## src/rtl/elastic_pipeline.sv

```systemverilog
// Elastic DEPTH-stage register pipeline with valid/ready handshake, bubble collapsing and flush.
// Define ELASTIC_PIPELINE_SKID_EN to add a one-entry input skid that registers in_ready.
module elastic_pipeline #(
  parameter int unsigned WIDTH = 16,
  parameter int unsigned DEPTH = 8,
  localparam int unsigned CW = $clog2(DEPTH + 2)
) (
  input  logic             clk,
  input  logic             reset,
  input  logic             flush,
  input  logic             in_valid,
  output logic             in_ready,
  input  logic [WIDTH-1:0] in_data,
  output logic             out_valid,
  input  logic             out_ready,
  output logic [WIDTH-1:0] out_data,
  output logic [CW-1:0]    count
);

  logic [DEPTH-1:0] v_q, v_d;
  logic [WIDTH-1:0] d_q [DEPTH];
  logic [WIDTH-1:0] d_d [DEPTH];
  logic [CW-1:0]    count_q, count_d;

  // r[i]: stage i may load this cycle (it is empty or everything downstream moves).
  logic [DEPTH:0]   r;
  logic [DEPTH-1:0] up_v;
  logic [WIDTH-1:0] up_d [DEPTH];

  logic             in_xfer;
  logic             out_xfer;
  logic             s0_valid;
  logic [WIDTH-1:0] s0_data;

  always_comb begin
    logic hole;
    hole     = 1'b0;
    r        = '0;
    r[DEPTH] = out_ready;
    for (int i = int'(DEPTH) - 1; i >= 0; i--) begin
      hole = hole | ~v_q[i];
      r[i] = out_ready | hole;
    end
  end

  assign out_valid = v_q[DEPTH-1];
  assign out_data  = d_q[DEPTH-1];
  assign out_xfer  = out_valid & out_ready;
  assign count     = count_q;

`ifdef ELASTIC_PIPELINE_SKID_EN
  logic             sv_q, sv_d;
  logic [WIDTH-1:0] sd_q, sd_d;

  // in_ready depends only on registered state, cutting the out_ready->in_ready path.
  assign in_ready = ~sv_q & ~flush;
  assign in_xfer  = in_valid & in_ready;
  assign s0_valid = sv_q | in_xfer;
  assign s0_data  = sv_q ? sd_q : in_data;

  always_comb begin
    sv_d = sv_q;
    sd_d = sd_q;
    if (flush) begin
      sv_d = 1'b0;
    end else if (sv_q && r[0]) begin
      sv_d = 1'b0;
    end else if (in_xfer && !r[0]) begin
      sv_d = 1'b1;
      sd_d = in_data;
    end
  end

  always_ff @(posedge clk or negedge reset) begin
    if (!reset) begin
      sv_q <= 1'b0;
      sd_q <= '0;
    end else begin
      sv_q <= sv_d;
      sd_q <= sd_d;
    end
  end
`else
  assign in_ready = r[0] & ~flush;
  assign in_xfer  = in_valid & in_ready;
  assign s0_valid = in_xfer;
  assign s0_data  = in_data;
`endif

  always_comb begin
    up_v    = (v_q << 1) | DEPTH'(s0_valid);
    up_d[0] = s0_data;
    for (int i = 1; i < int'(DEPTH); i++) begin
      up_d[i] = d_q[i-1];
    end
  end

  always_comb begin
    v_d = v_q;
    d_d = d_q;
    for (int i = 0; i < int'(DEPTH); i++) begin
      if (r[i]) begin
        v_d[i] = up_v[i];
        if (up_v[i] && !flush) begin
          d_d[i] = up_d[i];
        end
      end
    end
    if (flush) begin
      v_d = '0;
    end
  end

  always_comb begin
    if (flush) begin
      count_d = '0;
    end else begin
      count_d = count_q + CW'(in_xfer) - CW'(out_xfer);
    end
  end

  always_ff @(posedge clk or negedge reset) begin
    if (!reset) begin
      v_q     <= '0;
      count_q <= '0;
      for (int i = 0; i < int'(DEPTH); i++) begin
        d_q[i] <= '0;
      end
    end else begin
      v_q     <= v_d;
      count_q <= count_d;
      for (int i = 0; i < int'(DEPTH); i++) begin
        d_q[i] <= d_d[i];
      end
    end
  end

endmodule

```

## config.mk

```make
export PLATFORM = sky130hd
export DESIGN_NAME = elastic_pipeline
export DESIGN_NICKNAME = d
export VERILOG_FILES = /design/src/rtl/elastic_pipeline.sv
export SDC_FILE = /design/constraint.sdc
export NUM_CORES = 1
export LEC_CHECK = 0
export CELL_PAD_IN_SITES_DETAIL_PLACEMENT = 1
export CELL_PAD_IN_SITES_GLOBAL_PLACEMENT = 1
export CORE_MARGIN = 2
export CORE_UTILIZATION = 57
export DETAILED_ROUTE_END_ITERATION = 10
export DONT_BUFFER_PORTS = 1
export HOLD_SLACK_MARGIN = 0.02
export PLACE_DENSITY = 0.87
export SYNTH_ARGS = -nofsm -noshare
export SYNTH_HDL_FRONTEND = slang
export SYNTH_SLANG_ARGS = --single-unit
export TNS_END_PERCENT = 30
```

## constraint.sdc

```tcl
create_clock -name clk -period 6.9 [get_ports clk]
set_input_delay 1.38 -clock clk [delete_from_list [all_inputs] [get_ports clk]]
set_output_delay 1.38 -clock clk [all_outputs]
set_load 0.01 [all_outputs]
```

==> summary by stage, run 1 <==
Layout
The area occupied by multi-input gates is 1870 um2. The sequential cell area in the final layout is 3500 um2. The synthesis-to-finish area growth is 9.25%.

0 antenna diodes ended up in the layout. The net count of the finished layout is 371. The fraction of final layout cells sized beyond drive strength 1 is 43.9%. Leaving out fill and tap cells, the most frequent cell in the layout is sky130_fd_sc_hd__dfrtp_1. The number of inserted filler cells in the final layout is 874. In the layout the commonest cells are sky130_fd_sc_hd__dfrtp_1, sky130_fd_sc_hd__mux2_2, sky130_fd_sc_hd__clkbuf_16, sky130_fd_sc_hd__mux2_4, sky130_fd_sc_hd__mux2_1. With fillers left out, the area of the finished cells amounts to 6150 um2.

Timing
Of the available clock period, the critical path in the final layout requires 50.8%. Based on the critical path, the design can be clocked at up to 0.285 GHz. The worst hold slack across all endpoints is 494 ps.

Setup repair after global routing left no endpoint under its margin. The clock period could shrink to 3510 ps. Once routing completed, OpenROAD measured the worst setup slack at 3390 ps. Setup total negative slack on the finished layout was measured at 0 ps. Setup violations remaining at the end of the flow were counted as 0. In this run the tightest slew margin relative to its limit is 33.2%.

At the pin with the least slew margin, the transition time is 1000 ps. The final count of hold timing violations is 0. The final setup skew is 6.67 ps.

The number of pins with negative max-slew slack in the final report is 0.

Synth
The biggest area consumer among synthesized cells is sky130_fd_sc_hd__dfrtp_1. After synthesis, the mean cell area works out to 15.8 um2. The summed instance area of the synthesized netlist is 5630 um2.

The most used flip-flop cell after synthesis is sky130_fd_sc_hd__dfrtp_1. The count of synthesis-stage warnings from yosys is 0. The proportion of synthesized area in mux cells is 26.3%. Of the total synthesized cell area, the portion taken by full adders, half adders and majority gates is 1.24%.

The net count after synthesis is 383. The register bit count reported by yosys is 140. The largest family of logic cells by synthesized area is multiplexers. The async set-or-reset flop fraction in the synthesized netlist is 100%.

The number of cells produced by synthesis is 357. After Yosys synthesis, XOR and XNOR cells account for 0.311% of the synthesized area. The synthesized-area fraction occupied by and/or/nand/nor cells is 2.82%. Sorting the synthesized cells by area gives the leading types as sky130_fd_sc_hd__dfrtp_1, sky130_fd_sc_hd__mux2_2, sky130_fd_sc_hd__mux2_4, sky130_fd_sc_hd__buf_4, sky130_fd_sc_hd__mux2_1. The number of different library cells in the post-synthesis netlist is 37.

The share of the synthesized area in compound gates (AO/OA/AOI/OAI) is 2.49%. Summing the sequential cell areas from Yosys gives 62.2% of the chip area. The number of enable flip-flop cells after synthesis is 0. The synthesized design devotes to its leading area cell type 62.2% of total area.

Worst setup path
The capturing element type of the critical path is a primary output. For the worst setup path, the data required time is 5520 ps. The type of the worst setup path is in2out. STA classifies the critical path startpoint as an input pin. The largest fanout of any net on the critical path is 7. The most critical setup path has its startpoint at out_ready. The data arrival at the endpoint of the critical path is 2130 ps. The startpoint identified for the worst register-to-register timing path is v_q[6].

Clock network
The buffer count from post-CTS setup fixing is 0. The number of buffers inserted for hold repair after clock tree synthesis is 0. The deepest level of the CTS H-tree is 4. Clock latency on the worst-skew pair, taken at its later pin, is 520 ps. TritonCTS built the clock tree. The clock tree root buffer cell is sky130_fd_sc_hd__clkbuf_8. Gates resized during post-CTS repair numbered 0. The tree built by TritonCTS fans out to 140 sinks. Clock-pin slew was measured on the worst setup and hold paths at 60 ps. The number of clock buffers inserted by TritonCTS is 17. The maximum number of buffers from clock root to sink is 2.

Global route
The layer with the highest usage is met2. The overall routing resource usage is 20.5%. The first global-routing pass estimated 16,000 um of wire.

Global routing consumed, on the met3 layer, 7.12% of the routing resources. Global routing used 25.8% of the available met1 tracks. Entering global routing, the biggest net connects 141 pins.

The via count of the first global-routing pass is 2,920. The number of antenna violations at the first check in global routing is 0. The fraction of met2 tracks used by global routing is 33.3%. The total global routing overflow is 0.

Hold path
The beginning of the worst hold path is d_q[24]. The worst hold path belongs to the class reg2reg.

Route
The via count is 2,708. The mean number of vias per cell is 5.52. Once detail routing completed, the nets flagged for antenna violations numbered 0. The DRC violation total after the first TritonRoute iteration is 108. In the routed design, unresolved DRC markers number 0. The post-detailed-routing wire length is 9660 um. After detailed routing, the average wire length per cell comes to 19.7 um. The first detailed-routing pass ran for 4 iterations.

Floorplan
The core region is 9680 um2. The initial utilization of the core area, before any placement, comes to 58.1%. In this run the vertical extent of the chip is 103 um.

The floorplan has 36 rows. The chip width is 103 um. The floorplan step defined a die boundary enclosing 10,700 um2.

The number of top-level design ports is 43.

Power
The internal portion of the total power is 1.62 mW. Summed over all nets, the switching power comes to 486 uW. The power per unit of standard cell area is 342 nW/um2. The power after layout is 2.10 mW. The clock network power share is 42.9%. Of the total power, combinational logic draws 7.9%. VDD sags by at most 173 uV. In this run the static leakage power is 3.00 nW. Net switching is 23.1% of the power.

In this run, flip-flops and latches consume 49.3% of the power.

Run
The count of max-cap constraint violations is 0.

Place
Buffers placed on the I/O ports in this run total 0. The HPWL after detailed placement is 5730 um. The post-placement setup slack is 2960 ps.

The weighted congestion reported at the end of routability-driven placement is 0.713. After detailed placement, the total cell area comes to 5560 um2.

Status
The run finished with clean final reports.
registers in the layout, indices dropped and copies added, names as in the netlist:
signal,cells
d_q,112
out_data,16
v_q,8
count,4
critical path: stages:
cell and delay [ps]:
sky130_fd_sc_hd__nand4b_2 370, sky130_fd_sc_hd__nor2_1 240, sky130_fd_sc_hd__a21oi_1 140
worst paths after layout:
check / endpoint / slack, ps / cells after the start
min reg2reg: out_data[8] / 490 / 1
max in group asynchronous: d_q[53] / 6140 / 0
min: out_data[8] / 490 / 1
max: in_ready / 3390 / 3
min in group asynchronous: d_q[80] / 550 / 0
max reg2reg: count[3] / 3950 / 8
area by class of cell:
class                      instances  area share [%]
clock inverter                    15            2.83
sequential                       140            57.0
multi-input combinational        179            30.3
tap                              133            2.71
inverter                           7           0.427
clock buffer                      17            6.73
synth_stat cells (2+ instances only):
master	n
sky130_fd_sc_hd__buf_2	6
sky130_fd_sc_hd__buf_4	19
sky130_fd_sc_hd__a21oi_1	6
sky130_fd_sc_hd__dfrtp_1	140
sky130_fd_sc_hd__nand2b_1	2
sky130_fd_sc_hd__nor2_1	9
sky130_fd_sc_hd__o21ai_2	2
sky130_fd_sc_hd__mux2_2	108
sky130_fd_sc_hd__nor2b_1	5
sky130_fd_sc_hd__inv_1	7
sky130_fd_sc_hd__ha_1	4
sky130_fd_sc_hd__o21ba_2	2
sky130_fd_sc_hd__buf_6	3
sky130_fd_sc_hd__clkbuf_1	2
sky130_fd_sc_hd__mux2_4	10
sky130_fd_sc_hd__mux2_1	10
sky130_fd_sc_hd__nand3_1	2
metrics by stage:
step,cells,util [%]
6_report,491,63.5
3_3_place_gp,459,57.4
3_5_place_dp,459,57.4
2_1_floorplan,357,-
5_1_grt,491,63.5
4_1_cts,491,63.5
cell families after synthesis:
family                   Yosys count
AO/OA/AOI/OAI                     17
XOR/XNOR                           2
adder cells (fa/ha/maj)            5
buffers and inverters             38
flip-flops                       140
multiplexers                     128
AND/OR/NAND/NOR                   27
power by group through the flow:
stage | sequential [mW] | combinational [mW] | clock [mW]
finish | 1.04 | 0.165 | 0.902
global route | 1.05 | 0.183 | 0.953
CTS | 1.04 | 0.169 | 0.919
detailed placement | 1.04 | 0.160 | 0
global placement | 1.03 | 0.147 | 0
floorplan | 1.01 | 0.147 | 0
per-layer routing:
metal | vias up | wire length [um]
met4 | 0 | 142
met3 | 11 | 368
met5 | - | 0
met2 | 56 | 4950
met1 | 1425 | 4200
li1 | 1216 | -
(Power assumes the default switching activity.)
==> run 2: changes to the inputs <==
--- a/config.mk
+++ b/config.mk
@@ -8,11 +8,11 @@
 export CELL_PAD_IN_SITES_DETAIL_PLACEMENT = 1
 export CELL_PAD_IN_SITES_GLOBAL_PLACEMENT = 1
 export CORE_MARGIN = 2
-export CORE_UTILIZATION = 57
+export CORE_UTILIZATION = 53
 export DETAILED_ROUTE_END_ITERATION = 10
 export DONT_BUFFER_PORTS = 1
 export HOLD_SLACK_MARGIN = 0.02
-export PLACE_DENSITY = 0.87
+export PLACE_DENSITY = 0.82
 export SYNTH_ARGS = -nofsm -noshare
 export SYNTH_HDL_FRONTEND = slang
 export SYNTH_SLANG_ARGS = --single-unit
==> constraint.sdc (replaced) <==
create_clock -name clk -period 3.4 [get_ports clk]
set_input_delay 0.68 -clock clk [delete_from_list [all_inputs] [get_ports clk]]
set_output_delay 0.68 -clock clk [all_outputs]
set_load 0.01 [all_outputs]
==> run 2 against run 1 <==
  * Clock power is 100% higher
  * Largest power group unchanged
  * Core utilization down 3.6 points
  * Flip-flop and latch count did not move
  * Routed wire length decreased by 4.5%
  * Total power grew 100%
  * Combinational power increased by 100%
  * Count of clock-buffer cells in the layout increased by 4
  * Non-clock buffer count is 2 higher
  * The flow now finishes with violations (hold timing)
==> summary by stage, run 2 (synthesis results as in run 1) <==
Clock network
The maximum number of buffers from clock root to sink is 2 (unchanged). The number of clock buffers inserted by TritonCTS is 17 (unchanged). The clock-pin slew reported for the worst setup and hold paths after clock tree synthesis is 60 ps (about the same). The clock sink total is 140 (unchanged). The deepest level of the CTS H-tree is 4 (unchanged). The TritonCTS clock tree is done.

The tree is rooted in a sky130_fd_sc_hd__clkbuf_8. The count of cells resized by post-cts repair is 0 (unchanged). The buffer count from post-CTS setup fixing is 0 (unchanged). The latest clock arrival within the worst-skew pair is 510 ps (about the same).

Layout
The final design utilization is 59.9% (-3.6 points). Counting flops per register, the top entry is d_q. The synthesis-to-finish area growth is 9.80%.

The number of nets in the final layout came to 373 (+0.54%). Leaving out fill and tap cells, the most frequent cell in the layout is sky130_fd_sc_hd__dfrtp_1. The number of flip-flops under the largest register name is 112 (unchanged).

The antenna diode count is 0 (unchanged). The top cell types in the final layout, fill and taps aside, are sky130_fd_sc_hd__dfrtp_1, sky130_fd_sc_hd__mux2_2, sky130_fd_sc_hd__clkbuf_16, sky130_fd_sc_hd__mux2_4, sky130_fd_sc_hd__mux2_1. The fraction of final layout cells sized beyond drive strength 1 is 43.9% (about the same).

The final instance area is 6180 um2 (+0.51%).

Floorplan
The die outline area was 11,500 um2 (+7.3%). The standard cell core area is 10,300 um2 (+6.6%). The number of rows in the core area came to 37 (+2.8%). The initial core utilization is 54.5% (-3.6 points). The number of top-level design ports is 43 (unchanged). The chip height came to 107 um (+3.6%). The chip width is 107 um (+3.6%).

Worst setup path
The worst reg2reg path depth was 8 (unchanged). Among all stages on the critical path, the largest delay is contributed by sky130_fd_sc_hd__dfrtp_1. The delay of the slowest cell on the worst path is 470 ps (+100 ps).

The data arrival at the endpoint of the critical path is 2800 ps (+670 ps). Traced cell by cell, the critical path runs through nand4b_2 > o31ai_4 > ha_1 > inv_1 > ha_1 > a21o_1 > a2111o_1 > o21ai_0. The worst setup path is launched from a flip-flop. The category of cells accounting for the largest share of critical-path delay is compound AO/OA/AOI/OAI gates. The count of buffer and inverter cells on the critical path is 1 (+1). The setup slack on the worst flop-to-flop path is 1020 ps (-2930 ps). The critical path is of the reg2reg type. The startpoint of the lowest-slack register-to-register path is v_q[7]. The data required time of the critical path is 3820 ps (-1700 ps).

The capturing element type of the critical path is a flip-flop. The end of the worst register-to-register path is count[3]. The cell with the most instances on the worst path is sky130_fd_sc_hd__ha_1. The largest fanout of any net on the critical path is 7 (unchanged).

Status
The final reports fail on hold timing. The run finished, with violations left.

Place
The post-DP HPWL is 5880 um (+2.5%). The cell area reported after detailed placement is 5580 um2 (+0.34%). The number of buffers inserted by port buffering came to 0 (unchanged). The weighted congestion reported at the end of routability-driven placement is 0.696 (-2.4%).

Route
The mean number of vias per cell is 5.44 (-1.4%). The routed length per placed instance came to 18.6 um (-5.5%). The DRC violation total after the first TritonRoute iteration came to 72 (-33%). The total DRC errors in the routed layout was 0 (unchanged). The number of optimization iterations in the first detailed-route pass is 4 (unchanged). The remaining antenna violation count after routing is 0 (unchanged). The post-detailed-routing wire length was 9220 um (-4.5%). The via count was 2,698 (-0.37%).

Global route
The first-pass GRT wire length is 16,000 um (+0.30%). The total global routing overflow is 0 (unchanged). The via count of the first global-routing pass is 3,036 (+4.0%).

The maximum number of pins on one net before global-route repair is 141 (unchanged). The overall routing resource usage is 18.3% (-2.1 points). The number of antenna violations at the first check in global routing is 0 (unchanged).

Timing
Subtracting the final worst setup slack from the clock period gives 2380 ps. The final count of hold timing violations is 140 (+140). The final setup violation count was 0 (unchanged). The worst-case headroom to the max-slew limit is 43.4% (+10 points). The sum of negative setup slack was 0 ps (unchanged). The worst hold slack across all endpoints is -135 ps (-630 ps). The final setup skew is 7.12 ps (+0.453 ps).

Setup repair after global routing left no endpoint under its margin. The slew of the pin with the lowest slew margin came to 850 ps (-153 ps). The final critical path takes up 70.0% of the cycle. The maximum clock frequency is 0.420 GHz. The number of pins with negative max-slew slack in the final report came to 0 (unchanged).

Power
The clock network power share was 42.8% (about the same). The fraction of power consumed by sequential logic was 49.3% (about the same). The combinational fraction of design power was 7.9% (about the same).

The power per unit of standard cell area is 690 nW/um2 (+100%). The switching component of the power is 926 uW (+91%). The cell-internal power is 3.34 mW (+110%).

The cell leakage power is 3.01 nW (+0.36%). The worst voltage drop across the vdd grid is 302 uV (+75%). The net switching share of the total power came to 21.7% (-1.4 points).

Run
The count of max-cap constraint violations is 0 (unchanged).

Hold path
The path class of the tightest hold or removal check is in2async.
-- run 2: worst max-delay path by stage --
stage | startpoint | end | slack [ps] | cells after the start
floorplan | out_ready | count[3] | 620 | 9
global placement | out_ready | count[3] | 850 | 8
detailed placement | out_ready | count[3] | 760 | 8
CTS | v_q[7] | count[3] | 1010 | 8
global route | v_q[6] | count[3] | 860 | 8
finish | v_q[7] | count[3] | 1020 | 8
-- run 2: power by group through the flow --
stage	Sequential [mW]	Combinational, mW	Clock, mW
after floorplan	2.05	0.298	0
final	2.10	0.337	1.83
after global placement	2.09	0.300	0
after detailed placement	2.12	0.330	0
after CTS	2.11	0.346	1.87
after global routing	2.14	0.376	1.95
-- run 2: stage by stage --
step                instances  total power [mW]  worst slack [ps]
finish                    496              4.27              1020
floorplan                 357              2.35               620
CTS                       496              4.32              1010
global placement          464              2.39               850
detailed placement        464              2.45               764
global route              496              4.46               862
-- run 2: layer usage --
metal	global-route usage [%]	up-vias	wire (um)	share of wire [%]
li1	-	1218	-	-
met1	23.0	1421	4110	45
met2	29.8	49	4660	51
met3	6.26	10	341	3.7
met4	6.12	0	108	1.2
met5	0	-	0	0
-- run 2: final cells by class --
cell class / count / area (um2)
inverter: 7 / 26.3
clock buffer: 21 / 459
multi-input combinational: 179 / 1870
sequential: 140 / 3500
fill: 939 / 4140
timing repair buffer: 2 / 15.0
tap: 136 / 170
clock inverter: 11 / 141
==> run 3: changes to the inputs <==
==> constraint.sdc (replaced) <==
create_clock -name clk -period 2.4 [get_ports clk]
set_input_delay 0.48 -clock clk [delete_from_list [all_inputs] [get_ports clk]]
set_output_delay 0.48 -clock clk [all_outputs]
set_load 0.01 [all_outputs]
==> run 3 against run 2 <==
  * Clock skew rose by 4.0 ps
  * Hold slack worse by 210 ps
  * Sequential power rose by 41%
  * Critical path depth shrank 5
  * Highest routed layer unchanged
  * Core utilization grew 1.3 points
  * Clock power rose by 63%
  * The run still ends with hold timing left
  * First-iteration DRC count is 47% higher
==> summary by stage, run 3 (synthesis results as in run 1) <==
Route
The via count was 2,732 (+1.3%). The remaining antenna violation count after routing was 0 (unchanged). The number of optimization iterations in the first detailed-route pass came to 6 (+2). The total DRC errors in the routed layout is 0 (unchanged). The routed length per placed instance came to 18.5 um (-0.75%). The post-detailed-routing wire length came to 9230 um (about the same). The mean number of vias per cell came to 5.46 (+0.45%).

The DRC violation total after the first TritonRoute iteration is 106 (+47%).

Worst setup path
The data arrival at the endpoint of the critical path is 2670 ps (-130 ps). The data required time of the critical path is 2790 ps (-1030 ps). The largest fanout of any net on the critical path came to 16 (+9). STA classifies the critical path endpoint as a flip-flop.

By startpoint and endpoint, the worst setup path is classified as reg2reg. The type of element launching the critical path is a flip-flop.

Status
The flow ran to the end, but the final reports show violations. The final reports fail on hold timing.

Clock network
TritonCTS built the clock tree. The number of buffers inserted for hold repair after clock tree synthesis is 1. In this run the clock root is driven by a sky130_fd_sc_hd__clkbuf_8. The deepest level of the CTS H-tree is 4 (unchanged). The clock sink total was 140 (unchanged). The number of clock buffers inserted by TritonCTS came to 17 (unchanged). The clock-pin slew reported for the worst setup and hold paths after clock tree synthesis is 60 ps (about the same). The maximum number of buffers from clock root to sink is 2 (unchanged).

The latest clock arrival within the worst-skew pair came to 510 ps (about the same).

Layout
The fraction of final layout cells sized beyond drive strength 1 came to 44.5% (+0.62 points). From synthesis to final layout, the design area changed by 12.2%. The number of flip-flops under the largest register name is 112 (unchanged). The most common cell after layout, fill and taps aside is sky130_fd_sc_hd__dfrtp_1. The number of nets in the final layout is 377 (+1.1%). The antenna diode count came to 0 (unchanged). The library cells used most frequently in the layout, excluding fill and tap cells, are sky130_fd_sc_hd__dfrtp_1, sky130_fd_sc_hd__mux2_2, sky130_fd_sc_hd__clkbuf_16, sky130_fd_sc_hd__mux2_4, sky130_fd_sc_hd__mux2_1.

The filler-free cell count of the finished design was 500 (+0.81%). The top register by number of flip-flops is d_q.

Floorplan
The die outline area was 11,500 um2 (unchanged). The number of rows in the core area is 37 (unchanged). The chip height is 107 um (unchanged). The number of top-level design ports is 43 (unchanged).

The chip width is 107 um (unchanged). The initial core utilization was 54.5% (unchanged). The standard cell core area is 10,300 um2 (unchanged).

Power
The fraction of power consumed by sequential logic is 46.3% (-3.0 points). The worst voltage drop across the vdd grid came to 544 uV (+80%). The cell leakage power was 3.08 nW (+2.6%). The cell-internal power is 5.12 mW (+53%). The clock network power share was 46.4% (+3.6 points). The power per unit of standard cell area came to 1020 nW/um2 (+47%). The combinational fraction of design power is 7.3% (-0.6 points). The net switching share of the total power is 20.3% (-1.4 points).

The switching component of the power was 1.30 mW (+41%).

Timing
The number of pins with negative max-slew slack in the final report is 0 (unchanged). The worst hold slack across all endpoints was -340 ps (-205 ps). The final setup violation count is 0 (unchanged).

Setup repair after global routing left no endpoint under its margin. The final count of hold timing violations is 140 (unchanged). The sum of negative setup slack is 0 ps (unchanged). The final period utilization is 95.1% (+25 points). The worst-case headroom to the max-slew limit came to 33.9% (-9.5 points). The slew of the pin with the lowest slew margin is 992 ps (+142 ps). The maximum clock frequency is 0.438 GHz (+4.3%).

The minimum period implied by the final worst setup slack is 2280 ps (-97.5 ps). The final setup skew is 11.1 ps (+3.96 ps).

Global route
The first-pass GRT wire length is 15,700 um (-2.2%). The number of antenna violations at the first check in global routing is 0 (unchanged). The total global routing overflow is 0 (unchanged). The overall routing resource usage is 18.0% (-0.31 points). The via count of the first global-routing pass was 3,045 (+0.30%). The maximum number of pins on one net before global-route repair is 141 (unchanged).

Hold path
The worst min-delay path category is in2async.

Place
The number of buffers inserted by port buffering came to 0 (unchanged). The post-DP HPWL is 5830 um (-0.77%). The weighted congestion reported at the end of routability-driven placement is 0.715 (+2.7%). The number of cells in the design after placement is 467 (+0.65%).

Run
The count of max-cap constraint violations is 0 (unchanged).
[run 3: what timing repair did]
item	4_1_cts	5_1_grt
buffers inserted	0	0
endpoints found under the hold margin	149	140
endpoints found under the setup margin	0	2
resized for setup	0	1
[run 3: final timing paths]
check,slack [ps],startpoint,end,cells past startpoint
min in group clk,90,in_valid,v_q[0],2
max in group asynchronous,2500,reset,v_q[4],0
max reg2reg,120,v_q[7],d_q[72],3
min,-340,reset,v_q[0],0
max,120,v_q[7],d_q[72],3
min reg2reg,480,d_q[30],out_data[14],1
[run 3: through the flow]
step           utilization (%)  instance area (um2)  hold slack [ps]  power [mW]  worst slack, ps
6_report                  61.2                 6310             -340        6.42              117
2_1_floorplan                -                 5640              184        3.32             1.83
3_5_place_dp              54.4                 5610              186        3.48              141
4_1_cts                   61.2                 6310             -372        6.51             96.8
5_1_grt                   61.2                 6310             -379        6.70             21.9
3_3_place_gp              54.4                 5610              187        3.40              246
[run 3: worst max-delay path: stages (launching register included)]
cell                      delay (ps)
sky130_fd_sc_hd__dfrtp_1         490
sky130_fd_sc_hd__and4b_1         370
sky130_fd_sc_hd__a311o_1         870
sky130_fd_sc_hd__mux2_2          420
[run 3: cell type report]
type / instances / area [um2]
Fill cell: 918 / 4010
Sequential cell: 140 / 3500
Multi-Input combinational cell: 179 / 1870
Clock buffer: 23 / 487
Clock inverter: 9 / 205
Tap cell: 136 / 170
Timing Repair Buffer: 6 / 47.5
Inverter: 7 / 26.3
[run 3: per-layer routing]
| layer | GRT usage (%) | vias to the layer above | share of wire [%] |
|---|---|---|---|
| met4 | 8.07 | 0 | 0.86 |
| met2 | 29.6 | 49 | 52 |
| met1 | 22.1 | 1446 | 44 |
| met3 | 5.35 | 4 | 3.3 |
| li1 | - | 1233 | - |
| met5 | 0 | - | 0 |
[run 3: power by group through the flow]
stage / Clock, mW / Combinational (mW) / Sequential (mW)
2_1_floorplan: 0 / 0.423 / 2.90
3_3_place_gp: 0 / 0.428 / 2.97
3_5_place_dp: 0 / 0.465 / 3.01
4_1_cts: 3.06 / 0.481 / 2.98
5_1_grt: 3.17 / 0.518 / 3.02
6_report: 2.98 / 0.471 / 2.97
